### src/rtl/undet_pkg.sv
// Shared types and constants for the undetermined-function issue stage.
package undet_pkg;
  localparam int DATA_W = 8;

  typedef enum logic [1:0] {
    ST_RUN = 2'd0,
    ST_INJ = 2'd1,
    ST_GAP = 2'd2
  } state_e;

  localparam logic [DATA_W-1:0] UKN_IDLE = 8'h00;
endpackage

### src/rtl/undet_fifo.sv
// Synchronous FIFO holding pending injection values; head is read combinationally.
module undet_fifo
  import undet_pkg::*;
#(
  parameter int DEPTH    = 4,
  parameter int PTR_W    = $clog2(DEPTH),
  parameter int CNT_BITS = $clog2(DEPTH + 1)
) (
  input  logic                clk,
  input  logic                rst,
  input  logic                i_push,
  input  logic                i_pop,
  input  logic [DATA_W-1:0]   i_data,
  output logic [DATA_W-1:0]   o_head,
  output logic [CNT_BITS-1:0] o_count
);
  logic [DATA_W-1:0]   r_mem [DEPTH];
  logic [PTR_W-1:0]    r_wptr;
  logic [PTR_W-1:0]    r_rptr;
  logic [CNT_BITS-1:0] r_count;

  // Storage is left unreset: an entry is only read once count says it is valid.
  always_ff @(posedge clk) begin
    if (i_push) r_mem[r_wptr] <= i_data;
  end

  always_ff @(posedge clk) begin
    if (!rst) begin
      r_wptr  <= '0;
      r_rptr  <= '0;
      r_count <= '0;
    end else begin
      if (i_push) r_wptr <= r_wptr + PTR_W'(1);
      if (i_pop)  r_rptr <= r_rptr + PTR_W'(1);
      case ({i_push, i_pop})
        2'b10:   r_count <= r_count + CNT_BITS'(1);
        2'b01:   r_count <= r_count - CNT_BITS'(1);
        default: r_count <= r_count;
      endcase
    end
  end

  assign o_head  = r_mem[r_rptr];
  assign o_count = r_count;
endmodule

### src/rtl/undet_issue.sv
// Issue stage: queues injection values and emits en/ukn with a guaranteed
// recompute gap of GAP en=1 cycles after every injection.
module undet_issue
  import undet_pkg::*;
#(
  parameter int DEPTH = 4,
  parameter int GAP   = 2,
  parameter int CNT_W = 16
) (
  input  logic              clk,
  input  logic              rst,
  input  logic              in_valid,
  input  logic [DATA_W-1:0] in_data,
  output logic              in_ready,
  output logic              en,
  output logic [DATA_W-1:0] ukn,
  output logic [CNT_W-1:0]  inj_cnt,
  output logic              busy
);
  localparam int CNT_BITS = $clog2(DEPTH + 1);

  state_e              r_state, w_state_nxt;
  logic [3:0]          r_gap, w_gap_nxt;
  logic [CNT_W-1:0]    r_inj_cnt, w_inj_cnt_nxt;
  logic                r_en;
  logic [DATA_W-1:0]   r_ukn;

  logic                w_push, w_pop, w_nonempty;
  logic [DATA_W-1:0]   w_head;
  logic [CNT_BITS-1:0] w_count;

  assign in_ready   = (w_count != CNT_BITS'(DEPTH));
  assign w_push     = in_valid && in_ready;
  assign w_nonempty = (w_count != '0);

  undet_fifo #(.DEPTH(DEPTH)) u_fifo (
    .clk     (clk),
    .rst     (rst),
    .i_push  (w_push),
    .i_pop   (w_pop),
    .i_data  (in_data),
    .o_head  (w_head),
    .o_count (w_count)
  );

  // Entry into INJ is decided from the registered count, so a value pushed
  // this cycle can never be popped on the same edge.
  always_comb begin
    w_state_nxt   = r_state;
    w_pop         = 1'b0;
    w_gap_nxt     = r_gap;
    w_inj_cnt_nxt = r_inj_cnt;
    case (r_state)
      ST_RUN: begin
        if (w_nonempty) begin
          w_state_nxt = ST_INJ;
          w_pop       = 1'b1;
        end
      end
      ST_INJ: begin
        w_state_nxt   = ST_GAP;
        w_gap_nxt     = 4'(GAP - 1);
        w_inj_cnt_nxt = r_inj_cnt + CNT_W'(1);
      end
      ST_GAP: begin
        if (r_gap != 4'd0) begin
          w_gap_nxt = r_gap - 4'd1;
        end else if (w_nonempty) begin
          w_state_nxt = ST_INJ;
          w_pop       = 1'b1;
        end else begin
          w_state_nxt = ST_RUN;
        end
      end
      default: w_state_nxt = ST_RUN;
    endcase
  end

  always_ff @(posedge clk) begin
    if (!rst) begin
      r_state   <= ST_RUN;
      r_gap     <= 4'd0;
      r_inj_cnt <= '0;
      r_en      <= 1'b1;
      r_ukn     <= UKN_IDLE;
    end else begin
      r_state   <= w_state_nxt;
      r_gap     <= w_gap_nxt;
      r_inj_cnt <= w_inj_cnt_nxt;
      r_en      <= !w_pop;
      r_ukn     <= w_pop ? w_head : UKN_IDLE;
    end
  end

  assign en      = r_en;
  assign ukn     = r_ukn;
  assign inj_cnt = r_inj_cnt;
  assign busy    = w_nonempty || (r_state != ST_RUN);
endmodule

### config.mk
export PLATFORM = sky130hd
export DESIGN_NAME = undet_issue
export DESIGN_NICKNAME = d
export VERILOG_FILES = /design/src/rtl/undet_pkg.sv /design/src/rtl/undet_fifo.sv /design/src/rtl/undet_issue.sv
export SDC_FILE = /design/constraint.sdc
export NUM_CORES = 1
export LEC_CHECK = 0
export BUFFER_PORTS_ARGS = -buffer_cell sky130_fd_sc_hd__buf_2
export CAP_MARGIN = 5
export CORE_MARGIN = 3
export CORE_UTILIZATION = 45
export DETAILED_ROUTE_END_ITERATION = 6
export GPL_ROUTABILITY_DRIVEN = 0
export GPL_TIMING_DRIVEN = 1
export HOLD_SLACK_MARGIN = 0.08
export SETUP_SLACK_MARGIN = 0.4
export SLEW_MARGIN = 20
export SYNTH_ARGS = -nofsm -noshare
export SYNTH_HDL_FRONTEND = slang
export SYNTH_HIERARCHICAL = 1
export SYNTH_SLANG_ARGS = --single-unit
### constraint.sdc
create_clock -name clk -period 2.4 [get_ports clk]
set_input_delay 0.48 -clock clk [delete_from_list [all_inputs] [get_ports clk]]
set_output_delay 0.48 -clock clk [all_outputs]
set_load 0.005 [all_outputs]
# [After elaboration in Yosys (flattened, before gate mapping)]
# Memory sizes are Yosys's and may differ from the RTL's. A register that Yosys moved wholly into a read port is not among the register bits.
# Cells that the tools add are included.
[totals] register_bits=30 latch_bits=0 mem_bits_rw=32 romBits=0 input_bits=11 output_inout_bits=27 wordCells=47 n_memories=1
[mem_list] name="u_fifo.r_mem" depth=4 word_bits=8 read_ports=1 rd_clocked_by_memory_dff=1 wr=1 line_no="undet_fifo.sv:17" text="logic [DATA_W-1:0] r_mem [DEPTH];"
[classes] addsub=6 multipliers=0 div_mod_pow=0 n_lt_le_gt_ge=0 eq_ne=8 shifts=0 mux=12 n_bitwise=0 n_reduce_logical=13
[ops] cell="16-bit by 1-bit adder with 16-bit output (second input constant)" n=1
[ops] cell="4-bit one-hot mux with 2 select lines" n=1
[ops] cell="2-bit != test (second input constant)" n=3
[ops] cell="2-bit one-hot mux with 3 select lines" n=1
[ops] cell="3-bit one-hot mux with 2 select lines" n=1
[ops] cell="2-bit AND reduction" n=3
[ops] cell="2-bit nonzero test" n=3
[ops] cell="1-bit 2-to-1 mux" n=5
[ops] cell="2-bit by 1-bit adder with 2-bit output (second input constant)" n=2
[ops] cell="2-bit by 1-bit equality test with 1-bit output (second input constant)" n=2
[ops] cell="2-bit equality test (second input constant)" n=2
[ops] cell="2-bit 2-to-1 mux" n=2
[ops] cell="4-bit 2-to-1 mux" n=1
[ops] cell="4-bit nonzero test" n=1
[ops] cell="4-bit by 1-bit subtractor with 4-bit output (second input constant)" n=1
[ops] cell="3-bit by 1-bit adder with 3-bit output (second input constant)" n=1
[ops] cell="3-bit != test (second input constant)" n=1
[ops] cell="3-bit nonzero test" n=1
[ops] cell="3-bit by 1-bit subtractor with 3-bit output (second input constant)" n=1
[ops] cell="1-bit zero test" n=2
[ops] cell="2-bit zero test" n=1
[ops] cell="1-bit one-hot mux with 2 select lines" n=1
[ops] cell="1-bit logical AND" n=1
[ops] cell="1-bit logical OR" n=1

# [Logic depth before layout (Yosys ltp)]
[depth] ltp_word=6 mapped_depth=10 depth_no_buf=10

# [Modules after synthesis]
# Netlist, hierarchy kept.
[modules_own_cells] module="undet_fifo" n_inst=1 cells_each=82 area_per_inst_um2=1586.5 seq_area_each_um2=1141.1
[modules_own_cells] module="undet_issue" n_inst=1 cells_each=141 area_per_inst_um2=1288.7 seq_area_each_um2=620.6

# [Worst setup path before layout]
# No wires, ideal clock.
[synth_path] kind="flip-flop to flip-flop" start="register r_gap[0]" end="register u_fifo.r_count[2], in the netlist u_fifo/o_count[2]" setup_time_ps=70 arrival_time_ps=2131 required_time_ps=2330 slack_ps=199 stages_incl_launch_ff=11 n_path_buf=0 period_less_slack_ps=2201 cell_sequence="dfxtp_1 > inv_1 > ha_1 > nand2b_1 > o21ai_1 > and2_1 > ha_1 > fa_1 > xnor2_1 > or3_1 > a21boi_1"
[synth_between] elab_chain_cells=5 elab_cells_between_ends=7 classes_between="eq/ne (2); mux (3); reduce/logical (2)"
[synth_lines] element="from (decl)" line_no="undet_issue.sv:23" text="logic [3:0] r_gap, w_gap_nxt;"
[synth_lines] element="from (signal assigned)" line_no="undet_issue.sv:88" text="r_gap <= w_gap_nxt;"
[synth_lines] element="4-bit nonzero test *" line_no="undet_issue.sv:66" text="if (r_gap != 4'd0) begin"
[synth_lines] element="1-bit 2-to-1 mux *" line_no="undet_issue.sv:66"
[synth_lines] element="1-bit one-hot mux with 2 select lines *" line_no="undet_issue.sv:53" text="case (r_state)"
[synth_lines] element="via w_pop" line_no="undet_issue.sv:28" text="logic w_push, w_pop, w_nonempty;"
[synth_lines] element="2-bit by 1-bit equality test with 1-bit output / 2-bit equality test (equally long branches)" line_no="undet_fifo.sv:35" text="case ({i_push, i_pop})"
[synth_lines] element="3-bit one-hot mux with 2 select lines / 2-bit nonzero test (equally long branches)"
[synth_lines] element="to (signal assigned)" line_no="undet_fifo.sv:36" text="2'b10: r_count <= r_count + CNT_BITS'(1);"
[synth_lines] element="to (signal assigned)" line_no="undet_fifo.sv:37" text="2'b01: r_count <= r_count - CNT_BITS'(1);"
[synth_lines] element="to (signal assigned)" line_no="undet_fifo.sv:38" text="default: r_count <= r_count;"
[synth_lines] element="to (decl)" line_no="undet_fifo.sv:20" text="logic [CNT_BITS-1:0] r_count;"
# The timed path passes the listed nets; every way through them passes the cells marked *.
# A chain may end at the register's enable or synchronous reset.

# [Final worst setup path]
# Same ends and word-level chain as after synthesis.

==> results.toml <==
[cts]
cts_made_buffers = 9
cts_tree = "yes"
clk_latency_ps = 330
ctsHtreeMaxLevel = 3
ctsLongestPathBuffers = 2
cts-root-buf = "clkbuf_8"
cts_hold_buf = 0
clkTransAtPathRegs_ps = 70
clkSinkCount = 72

[yosys]
ys_warn_count = 6
syn_inst = 223
synth_compound_area_share_pct = 3.79
avgSynthCellArea_sq_um = 12.9
synth.distinct_cells = 39
synth_fa_ha_area_share_pct = 3.74
synth-edff-count = 32
seq_area_frac_synth_pct = 61.3
synth_flop_cell = "dfxtp_1"
ys_ff_latch = 72
synth_top_family_by_area = "simple AND/OR/NAND/NOR gates"
async_reset_ff_share_pct = 0
syn_nets = 242
synth-simple-area-share_pct = 15.2
synth.cell_area_sq_um = 2880
muxShareOfSynthArea_pct = 7.70
synth_xor_area_share_pct = 5.48

[timing]
maxSlewViolCount = 0
tightest_slew_ps = 548
rsz0062_at_grt = "true"
final_hold_viol_count = 0
min_period_ps = 1980
max_freq_ghz = 0.506
finalSetupViolCount = 0
period_share_pct = 82.4
slew-limit-headroom_pct = 63.4
setup_tns_ps = 0
clock_skew_ps = 8.32

[run]
cap_viol_max_count = 0

[critical_path]
end_kind = "flip-flop"
worstSetupPathType = "flip-flop to flip-flop"
cp.required_ps = 2670
r2r_cells = 10
arrival_ps = 2250
startpoint_type = "flip-flop"
crit_fanout = 5

[floorplanning]
io_pins = 38
start_util_pct = 47.4
dieArea_sq_um = 7380
core_area_sq_um = 6060
die_w_um = 85.9
row_count = 28
die_h_um = 85.9

[final_layout]
layout_commonest_cell = "buf_2"
drive_gt1_share_pct = 30.0
fin_area_sq_um = 3420
layout-area-overhead-vs-synth_pct = 18.9
mostFrequentLayoutCells = "buf_2, dfxtp_1, edfxtp_1, nor2_1, and2_1"
nets = 287
diodes = 0

[global_route]
grt_max_degree = 20
grt_pass1_wl_mm = 8.08
grt_pass1_vias = 1682
grt.total_usage_pct = 14.4
antenna_found_initial = 0
grt_overflow = 0

[run_status]
outcome = "complete, no violations"

[hold_path]
holdPathStages = 1
min_path_type = "primary input to flip-flop"

[route]
dr.pass1.iters = 4
wl_per_cell_um = 13.9
via_per_inst = 5.00
vias = 1741
antenna_left = 0
wl_mm = 4.84
drc = 0
drtIter0Drc = 51

[placed_design]
place_area_sq_um = 3150
port_buffers = 37
dp_hpwl_mm = 3.05

[pwr]
power_density_nw_per_um2 = 1010
peakVddDrop_mv = 0.589
leakagePower_nw = 1.34
[metal layers]
metal	track usage (%)	up-vias	wire [um]
met4	5.76	0	51
met2	22.3	33	2280
met3	5.76	4	239
met1	18.0	826	2270
li1	-	878	-
met5	0	-	0
[Yosys cell counts, drive strengths merged (2+ instances only)]
cell type	count	area, sq um
a21oi	6	30.0
and2	19	119
and3	3	18.8
and4	2	17.5
and4b	2	20.0
buf	3	27.5
clkbuf	6	23.8
dfxtp	40	801
edfxtp	32	961
ha	7	87.6
inv	7	26.3
mux2i	3	30.0
mux4	8	180
nand2	9	33.8
nand2b	2	12.5
nand3	6	42.5
nand4	6	37.5
nor2	19	71.3
nor2b	3	18.8
nor3	3	15.0
o21ai	6	30.0
or3	3	20.0
xnor2	5	43.8
xor2	13	114
[final cells by class]
class	count	area [sq um]
well taps	75	93.8
clock inverters	6	83.8
inverters	8	30.0
flip-flops and latches	72	1770
clock buffers	10	128
multi-input cells	134	1090
repair buffers	43	230
fillers	521	2640
[state kept, by name (all words and copies together) (netlist names), named ones only]
name	flops
en	1
u_fifo/r_mem	32
ukn	8
u_fifo/r_wptr	2
r_gap	4
inj_cnt	16
u_fifo/r_rptr	2
u_fifo/o_count	3
r_state	2
[cells by family (layout without fill, tap and decap cells)]
family / after synthesis / after routing
fa+ha+maj: 8 / 8
simple gates: 78 / 78
mux: 12 / 12
xor+xnor: 18 / 18
flops: 72 / 72
buf+inv: 17 / 67
compound gates: 18 / 18
[where the power goes]
group | internal (mW) | total (mW) | leakage, nW | switching [mW]
clock network | 0.582 | 1.00 | 0.110 | 0.421
registers | 1.47 | 1.60 | 0.621 | 0.123
logic | 0.468 | 0.852 | 0.608 | 0.385
total | 2.52 | 3.45 | 1.34 | 0.929
[worst max-delay path, cell delays in order, from the launching register on]
cell,delay [ps]
dfxtp_2,320
inv_1,70
ha_4,170
nand2b_4,70
o21ai_4,70
and2_4,170
ha_4,160
fa_2,330
xnor2_1,140
or3_1,300
a21boi_1,110
[repair_timing]
action                                  4_1_cts  5_1_grt
resized for setup                             4        5
setup buffers                                 3        0
endpoints found under the setup margin        2        2
hold endpoints to repair                      0        0
pin swaps                                     2        1
[metrics by stage]
stage	hold slack, ps	util, %	instances	power (mW)	setup slack (ps)
final	360	56.4	348	3.45	422
after global routing	345	56.4	348	3.68	296
after CTS	344	56.1	348	3.48	379
after detailed placement	479	52.0	329	2.43	274
after global placement	467	52.0	329	2.42	349
after floorplan	470	-	223	2.20	404
[path summary, 6_finish.rpt]
path / from / endpoint / slack, ps
hold / removal: in_data[6] / u_fifo/r_mem[2][6]$_DFFE_PP_ / 360
setup / recovery: r_gap[0]$_SDFFE_PN0P_ / u_fifo/o_count[2]$_SDFFE_PN0P_ / 420
hold reg to reg: inj_cnt[15]$_SDFFE_PN0P_ / inj_cnt[15]$_SDFFE_PN0P_ / 480
setup reg to reg: r_gap[0]$_SDFFE_PN0P_ / u_fifo/o_count[2]$_SDFFE_PN0P_ / 420
(Power assumes the default switching activity.)
